**src/rtl/mmio_io_ctrl_pkg.sv**
```systemverilog
// Shared constants for the MMIO I/O controller: register offsets inside the
// 16-byte window, TMR_CTRL bit positions and INT_PEND bit positions.
package mmio_io_ctrl_pkg;

    localparam logic [3:0] OFS_GPIO_OUT  = 4'h0;  // banks at 0x0..0x3
    localparam logic [3:0] OFS_GPIO_IN   = 4'h4;  // banks at 0x4..0x7
    localparam logic [3:0] OFS_INT_PEND  = 4'h8;
    localparam logic [3:0] OFS_INT_MASK  = 4'h9;
    localparam logic [3:0] OFS_INT_VEC   = 4'hA;
    localparam logic [3:0] OFS_TMR_CTRL  = 4'hB;
    localparam logic [3:0] OFS_TMR_PRESC = 4'hC;
    localparam logic [3:0] OFS_TMR_CMP   = 4'hD;
    localparam logic [3:0] OFS_TMR_CNT   = 4'hE;
    localparam logic [3:0] OFS_STATUS    = 4'hF;

    localparam int unsigned CTRL_EN_BIT   = 0;
    localparam int unsigned CTRL_AUTO_BIT = 1;

    localparam int unsigned PEND_TMR_BIT  = 0;
    localparam int unsigned PEND_GPIO_BIT = 1;  // bank k uses bit PEND_GPIO_BIT + k

    // Window is 16-aligned, so only the upper nibble decides a hit.
    function automatic logic in_window(logic [7:0] addr, logic [7:0] base);
        return addr[7:4] == base[7:4];
    endfunction

endpackage

```
**src/rtl/mmio_io_ctrl_if.sv**
```systemverilog
// CPU data-memory port as seen by the MMIO window.
interface mmio_io_ctrl_if;
    logic [7:0] addr;
    logic [7:0] w_data;
    logic       w_en;
    logic       hit;
    logic [7:0] r_data;

    modport master (output addr, output w_data, output w_en, input hit, input r_data);
    modport slave  (input addr, input w_data, input w_en, output hit, output r_data);
endinterface

```
**src/rtl/mmio_io_ctrl_timer.sv**
```systemverilog
// Prescaled compare timer: prescaler, counter, compare match and the
// one-shot enable clear. Enable/reload/prescale/compare live in the parent.
module mmio_io_ctrl_timer (
    input  logic       clock,
    input  logic       reset_n,
    input  logic       en_i,
    input  logic       auto_reload_i,
    input  logic [7:0] presc_i,
    input  logic [7:0] cmp_i,
    output logic [7:0] cnt_o,
    output logic       match_o,
    output logic       en_clr_o
);
    logic [7:0] pcnt_q, pcnt_d;
    logic [7:0] cnt_q, cnt_d;
    logic       tick;

    assign tick     = en_i && (pcnt_q == presc_i);
    assign match_o  = tick && (cnt_q == cmp_i);
    assign en_clr_o = match_o && !auto_reload_i;
    assign cnt_o    = cnt_q;

    // Next prescaler/counter; disabled timer parks both at zero so a later
    // enable always starts a full period.
    always_comb begin
        pcnt_d = pcnt_q;
        cnt_d  = cnt_q;
        if (!en_i) begin
            pcnt_d = '0;
            cnt_d  = '0;
        end else if (tick) begin
            pcnt_d = '0;
            cnt_d  = (cnt_q == cmp_i) ? 8'h00 : cnt_q + 8'h01;
        end else begin
            pcnt_d = pcnt_q + 8'h01;
        end
    end

    // Timer state register.
    always_ff @(posedge clock or negedge reset_n) begin
        if (!reset_n) begin
            pcnt_q <= '0;
            cnt_q  <= '0;
        end else begin
            pcnt_q <= pcnt_d;
            cnt_q  <= cnt_d;
        end
    end

endmodule

```
**src/rtl/mmio_io_ctrl.sv**
```systemverilog
// Relocatable 16-byte MMIO window: GPIO banks, compare timer and a masked,
// pending-latched interrupt. Define MMIO_IO_GPIO_IRQ_EN to add per-bank
// input change detection feeding INT_PEND[1+k].
module mmio_io_ctrl
    import mmio_io_ctrl_pkg::*;
#(
    parameter logic [7:0]  BASE_ADDR   = 8'hF0,
    parameter int unsigned GPIO_CH     = 2,
    parameter int unsigned SYNC_STAGES = 2
) (
    input  logic                   clock,
    input  logic                   reset_n,
    mmio_io_ctrl_if.slave          bus,
    output logic [8*GPIO_CH-1:0]   gpio_out_o,
    input  logic [8*GPIO_CH-1:0]   gpio_in_i,
    output logic                   int_req_o,
    output logic [7:0]             int_vec_o
);
    localparam int unsigned NB      = 8 * GPIO_CH;
    localparam logic [2:0]  GpioChW = 3'(GPIO_CH);
`ifdef MMIO_IO_GPIO_IRQ_EN
    localparam logic [7:0]  PendValid = 8'((1 << (GPIO_CH + 1)) - 1);
`else
    localparam logic [7:0]  PendValid = 8'h01;
`endif

    logic          hit, wr;
    logic [3:0]    ofs;
    logic [7:0]    rd;

    logic [NB-1:0] gpio_out_q, gpio_out_d;
    logic [NB-1:0] sync_q [SYNC_STAGES];
    logic [NB-1:0] gpio_in_s;
    logic [7:0]    pend_q, pend_d;
    logic [7:0]    mask_q, mask_d;
    logic [7:0]    vec_q, vec_d;
    logic          en_q, en_d;
    logic          auto_q, auto_d;
    logic [7:0]    presc_q, presc_d;
    logic [7:0]    cmp_q, cmp_d;
    logic          int_req_q;
    logic [7:0]    hw_set;

    logic [7:0]    tmr_cnt;
    logic          tmr_match, tmr_en_clr;

    assign hit        = in_window(bus.addr, BASE_ADDR);
    assign ofs        = bus.addr[3:0];
    assign wr         = bus.w_en && hit;
    assign gpio_in_s  = sync_q[SYNC_STAGES-1];
    assign gpio_out_o = gpio_out_q;
    assign int_req_o  = int_req_q;
    assign int_vec_o  = vec_q;
    assign bus.hit    = hit;
    assign bus.r_data = rd;

    mmio_io_ctrl_timer u_timer (
        .clock         (clock),
        .reset_n       (reset_n),
        .en_i          (en_q),
        .auto_reload_i (auto_q),
        .presc_i       (presc_q),
        .cmp_i         (cmp_q),
        .cnt_o         (tmr_cnt),
        .match_o       (tmr_match),
        .en_clr_o      (tmr_en_clr)
    );

    // Pad input synchroniser chain.
    always_ff @(posedge clock or negedge reset_n) begin
        if (!reset_n) begin
            for (int i = 0; i < SYNC_STAGES; i++) sync_q[i] <= '0;
        end else begin
            sync_q[0] <= gpio_in_i;
            for (int i = 1; i < SYNC_STAGES; i++) sync_q[i] <= sync_q[i-1];
        end
    end

`ifdef MMIO_IO_GPIO_IRQ_EN
    logic [NB-1:0] gpio_prev_q;

    // Previous synchronised value, for per-bank change detection.
    always_ff @(posedge clock or negedge reset_n) begin
        if (!reset_n) gpio_prev_q <= '0;
        else          gpio_prev_q <= gpio_in_s;
    end

    // Hardware pend sources: timer match plus any bank whose input changed.
    always_comb begin
        hw_set = '0;
        hw_set[PEND_TMR_BIT] = tmr_match;
        for (int unsigned k = 0; k < GPIO_CH; k++) begin
            hw_set[PEND_GPIO_BIT + k] = |(gpio_in_s[8*k +: 8] ^ gpio_prev_q[8*k +: 8]);
        end
    end
`else
    // Hardware pend sources: timer match only.
    always_comb begin
        hw_set = '0;
        hw_set[PEND_TMR_BIT] = tmr_match;
    end
`endif

    // Register next-state: CPU writes, then hardware pend set so that an event
    // coinciding with a W1C is never lost. A CPU write to TMR_CTRL overrides
    // the one-shot enable clear.
    always_comb begin
        gpio_out_d = gpio_out_q;
        pend_d     = pend_q;
        mask_d     = mask_q;
        vec_d      = vec_q;
        en_d       = en_q;
        auto_d     = auto_q;
        presc_d    = presc_q;
        cmp_d      = cmp_q;
        if (tmr_en_clr) en_d = 1'b0;
        if (wr) begin
            for (int unsigned k = 0; k < GPIO_CH; k++) begin
                if (ofs == OFS_GPIO_OUT + 4'(k)) gpio_out_d[8*k +: 8] = bus.w_data;
            end
            case (ofs)
                OFS_INT_PEND:  pend_d  = pend_q & ~bus.w_data;
                OFS_INT_MASK:  mask_d  = bus.w_data;
                OFS_INT_VEC:   vec_d   = bus.w_data;
                OFS_TMR_CTRL: begin
                    en_d   = bus.w_data[CTRL_EN_BIT];
                    auto_d = bus.w_data[CTRL_AUTO_BIT];
                end
                OFS_TMR_PRESC: presc_d = bus.w_data;
                OFS_TMR_CMP:   cmp_d   = bus.w_data;
                default: ;
            endcase
        end
        pend_d = (pend_d | hw_set) & PendValid;
    end

    // Control/status registers; int_req lags pend/mask by one cycle.
    always_ff @(posedge clock or negedge reset_n) begin
        if (!reset_n) begin
            gpio_out_q <= '0;
            pend_q     <= '0;
            mask_q     <= '0;
            vec_q      <= '0;
            en_q       <= 1'b0;
            auto_q     <= 1'b0;
            presc_q    <= '0;
            cmp_q      <= '0;
            int_req_q  <= 1'b0;
        end else begin
            gpio_out_q <= gpio_out_d;
            pend_q     <= pend_d;
            mask_q     <= mask_d;
            vec_q      <= vec_d;
            en_q       <= en_d;
            auto_q     <= auto_d;
            presc_q    <= presc_d;
            cmp_q      <= cmp_d;
            int_req_q  <= |(pend_q & mask_q);
        end
    end

    // Read mux; absent banks and misses read zero.
    always_comb begin
        rd = '0;
        case (ofs)
            OFS_INT_PEND:  rd = pend_q;
            OFS_INT_MASK:  rd = mask_q;
            OFS_INT_VEC:   rd = vec_q;
            OFS_TMR_CTRL:  rd = {6'b0, auto_q, en_q};
            OFS_TMR_PRESC: rd = presc_q;
            OFS_TMR_CMP:   rd = cmp_q;
            OFS_TMR_CNT:   rd = tmr_cnt;
            OFS_STATUS:    rd = {GpioChW, 4'b0, int_req_q};
            default: begin
                for (int unsigned k = 0; k < GPIO_CH; k++) begin
                    if (ofs == OFS_GPIO_OUT + 4'(k)) rd = gpio_out_q[8*k +: 8];
                    if (ofs == OFS_GPIO_IN + 4'(k))  rd = gpio_in_s[8*k +: 8];
                end
            end
        endcase
        if (!hit) rd = '0;
    end

endmodule

```
**src/flat_wrapper.sv**
```systemverilog
// flat-port wrapper written by rule: the top's interface ports become plain ports
module mmio_io_ctrl_flat import mmio_io_ctrl_pkg::*;
#(
    parameter logic [7:0]  BASE_ADDR   = 8'hF0,
    parameter int unsigned GPIO_CH     = 2,
    parameter int unsigned SYNC_STAGES = 2
)
  (clock, reset_n, gpio_out_o, gpio_in_i, int_req_o, int_vec_o, bus_addr, bus_w_data, bus_w_en, bus_hit, bus_r_data);
  mmio_io_ctrl_if bus_i ();
  input  logic clock;
  input  logic reset_n;
  output logic [8*GPIO_CH-1:0] gpio_out_o;
  input  logic [8*GPIO_CH-1:0] gpio_in_i;
  output logic int_req_o;
  output logic [7:0] int_vec_o;
  input wire logic [$bits(bus_i.addr)-1:0] bus_addr;
  input wire logic [$bits(bus_i.w_data)-1:0] bus_w_data;
  input wire logic [$bits(bus_i.w_en)-1:0] bus_w_en;
  output wire logic [$bits(bus_i.hit)-1:0] bus_hit;
  output wire logic [$bits(bus_i.r_data)-1:0] bus_r_data;
  assign bus_i.addr = bus_addr;
  assign bus_i.w_data = bus_w_data;
  assign bus_i.w_en = bus_w_en;
  assign bus_hit = bus_i.hit;
  assign bus_r_data = bus_i.r_data;
  mmio_io_ctrl #(.BASE_ADDR(BASE_ADDR), .GPIO_CH(GPIO_CH), .SYNC_STAGES(SYNC_STAGES)) u_core (.clock(clock), .reset_n(reset_n), .bus(bus_i), .gpio_out_o(gpio_out_o), .gpio_in_i(gpio_in_i), .int_req_o(int_req_o), .int_vec_o(int_vec_o));
endmodule
```
**config.mk**
```make
export PLATFORM = sky130hd
export DESIGN_NAME = mmio_io_ctrl_flat
export DESIGN_NICKNAME = d
export VERILOG_FILES = /design/src/rtl/mmio_io_ctrl_pkg.sv /design/src/rtl/mmio_io_ctrl_if.sv /design/src/rtl/mmio_io_ctrl_timer.sv /design/src/rtl/mmio_io_ctrl.sv /design/src/flat_wrapper.sv
export SDC_FILE = /design/constraint.sdc
export NUM_CORES = 1
export LEC_CHECK = 0
export ABC_AREA = 1
export ABC_CLOCK_PERIOD_IN_PS = 1700
export CELL_PAD_IN_SITES_DETAIL_PLACEMENT = 1
export CELL_PAD_IN_SITES_GLOBAL_PLACEMENT = 2
export CORE_MARGIN = 10
export CORE_UTILIZATION = 32
export CTS_CLUSTER_SIZE = 24
export DETAILED_ROUTE_END_ITERATION = 12
export PLACE_DENSITY_LB_ADDON = 0.1
export RECOVER_POWER = 50
export SYNTH_ARGS = -nofsm -noshare
export SYNTH_HDL_FRONTEND = slang
export SYNTH_SLANG_ARGS = --single-unit
```
**constraint.sdc**
```tcl
create_clock -name clock -period 1.7 [get_ports clock]
set_input_delay 0.34 -clock clock [delete_from_list [all_inputs] [get_ports clock]]
set_output_delay 0.34 -clock clock [all_outputs]
set_load 0.05 [all_outputs]
```
==> flow_summary.yaml, run 1 <==
run_status:
  status: "finished with violations"
  violations: "setup timing"
timing:
  timing.final.crit_share: 1.14
  slew-limit-headroom: 0.0584
  rsz0062_at_grt: "yes"
  slew_viol_final: 0
  worst_pin_slew_ns: 1.41
  fmax_mhz: 514
  min_period_ns: 1.95
  setup_violations: 8
  setup_slack_ns: -0.245
  finalHoldViolations: 0
  fin_skew_ns: 0.00919
synth:
  netlist_instances: 578
  synth_top_area_cell: "dfrtp_1"
  synthesis.nets: 615
  synth_top_area_frac: 0.520
  synth-edff-count: 0
  synth-seq-cells: 100
  yosysUniqueCellTypes: 37
  avgSynthCellArea_um2: 8.32
  synth_warnings: 0
  synth_ff_type: "dfrtp_1"
  synth_seq_area_share: 0.520
  async_reset_ff_frac: 1.00
  synth_area_leaders: "dfrtp_1, nand2_1, inv_1, o21ai_2, nor2_1"
  synth_area_um2: 4810
routing:
  viasPerCell: 4.71
  drt_iter0_markers: 133
  routed_wirelength_um: 15500
  drc: 0
  drt.antenna.violating_nets: 0
  dr.pass1.iters: 4
  wire_per_inst_um: 17.5
  vias: 4178
worst_setup_path:
  end_kind: "primary output"
  cp.required_ns: 1.36
  crit_path_start_kind: "primary input"
  critPathArrivalTime_ns: 1.61
  critPathKind: "primary input to primary output"
  worstPathMaxFanout: 4
floorplan:
  ioPinCount: 69
  die_x_um: 143
  die_y_um: 143
  row_count: 44
  fp.coreArea_um2: 14600
  initial_core_util: 0.329
  dieArea_um2: 20300
grt:
  grt_max_degree: 101
  grtUsageTotal: 0.158
  antenna_found_initial: 0
  grt_overflow: 0
  grtUsageMet2: 0.280
  met3_usage: 0.0355
  top_usage_layer: "met2"
  grt_pass1_wl_um: 24700
  grt_pass1_vias: 4611
  use_met1: 0.181
power:
  irDropWorstVdd_mv: 0.455
  power.leakage_uw: 0.00326
  totalPowerFinal_uw: 5340
  p_per_area_nw_per_um2: 796
clock_network:
  cts-root-buf: "clkbuf_16"
  clk_pin_slew_ns: 0.07
  clock_path_buffers: 2
  cts_tree: "done"
  cts_max_level: 3
  clkLatencyLatePin_ns: 0.36
  cts_sinks: 100
  cts_made_buffers: 9
cells_and_area:
  fillers: 1729
  mostFrequentLayoutCell: "nand2_1"
  area_growth_pct: 39.5
  mostFrequentLayoutCells: "nand2_1, dfrtp_1, buf_4, inv_1, nor2_1"
  final_util: 0.458
  num_antenna_cells: 0
  nets: 735
  drive_gt1_frac: 0.300
placement:
  gp_congestion: 0.824
  dpl.hpwl_um: 11700
  port_buffers: 68
run:
  maxCapViolCount: 0
worst_hold_path:
  hp-class: "register to register"
[stage by stage]
stage,std cells,area (um2),hold slack (ns),worst slack [ns],setup TNS [ns]
after CTS,885,6650,0.0673,-0.342,-2.04
after floorplan,578,4920,0.0444,-0.0405,-0.123
after global placement,860,6090,0.334,-0.932,-17.68
after detailed placement,860,6090,0.336,-0.977,-18.43
final,887,6710,0.352,-0.245,-1.63
after global routing,887,6710,0.362,-0.327,-2.21
[power breakdown]
part           total, uW  switching (uW)  internal (uW)
Sequential          2550            69.1           2480
Clock               2020             995           1020
Combinational        775             489            286
[layout make-up]
type | count | area, um2 | area share
Clock buffer | 10 | 229 | 0.0341
Clock inverter | 6 | 53.8 | 0.00802
Inverter | 67 | 272 | 0.0405
Multi-Input combinational cell | 399 | 2200 | 0.328
Sequential cell | 100 | 2500 | 0.373
Tap cell | 184 | 230 | 0.0343
Timing Repair Buffer | 121 | 1220 | 0.182
[logic make-up after synthesis]
logic type                 count (synthesis)  synth area share
and+or+nand+nor                          308             0.278
adders and majority gates                  2           0.00520
DFF                                      100             0.520
AOI/OAI and AO/OA                         82             0.111
buffers and inverters                     79            0.0739
xor gates and xnor gates                   7            0.0127
[synth_stat cells (3+ instances only)]
cell type	n
nand2_2	5
inv_2	5
o21ai_1	25
buf_2	3
inv_1	60
nand2_4	5
nand2_1	203
dfrtp_1	100
nor2_1	50
or2_0	5
a21oi_1	7
o21ai_2	24
o211ai_1	6
nand3_1	22
nor3_1	3
o21ai_0	14
nor2_4	4
buf_6	6
xor2_1	6
[what timing repair did]
action,4_1_cts,5_1_grt
setup endpoints to repair,15,17
hold buffers,0,0
hold endpoints to repair,0,0
buffers inserted,9,3
cloned,1,0
resized for setup,78,19
pin swaps,23,15
[routing by layer]
layer | vias up | wire length, um
met5 | - | 0
met4 | 0 | 348
met3 | 18 | 532
met2 | 65 | 8080
met1 | 2047 | 6550
li1 | 2048 | -
[worst max-delay path: stages]
cell and delay [ns]:
buf_8 0.08, buf_6 0.11, nand2_8 0.05, buf_4 0.14
nor2_4 0.11, buf_4 0.14, nand2_1 0.04, o21ai_1 0.08
nor2_1 0.07, nand2_1 0.11, nand2_2 0.08, nor2_4 0.10
buf_12 0.14
[path summary, 6_finish.rpt]
path | startpoint | end | cells after the start | slack (ns)
max | bus_addr[3] | bus_r_data[4] | 13 | -0.25
min | u_core.sync_q[20] | u_core.gpio_in_s[4] | 0 | 0.35
max reg2reg | u_core.u_timer.pcnt_q[4] | u_core.u_timer.cnt_o[1] | 10 | 0.18
min reg2reg | u_core.sync_q[20] | u_core.gpio_in_s[4] | 0 | 0.35
max in group asynchronous | reset_n | u_core.gpio_out_o[7] | 2 | 0.38
min in group asynchronous | reset_n | u_core.u_timer.cnt_o[0] | 2 | 0.44
[state kept, by name, summed over array words and instances (netlist names)]
signal,flops
u_core.int_vec_o,8
u_core.auto_q,1
u_core.sync_q,16
u_core.pend_q,1
u_core.int_req_o,1
u_core.presc_q,8
u_core.u_timer.cnt_o,8
u_core.mask_q,8
u_core.en_q,1
u_core.gpio_in_s,16
u_core.cmp_q,8
u_core.u_timer.pcnt_q,8
u_core.gpio_out_o,16
Power figures use the tool's default switching activity.
==> run 2: changes to the inputs <==
--- a/config.mk
+++ b/config.mk
@@ -15,6 +15,7 @@
 export DETAILED_ROUTE_END_ITERATION = 12
 export PLACE_DENSITY_LB_ADDON = 0.1
 export RECOVER_POWER = 50
+export SLEW_MARGIN = 20
 export SYNTH_ARGS = -nofsm -noshare
 export SYNTH_HDL_FRONTEND = slang
 export SYNTH_SLANG_ARGS = --single-unit
==> results of run 2 <==
Final layout, timing and power as in run 1 (identical DEF).
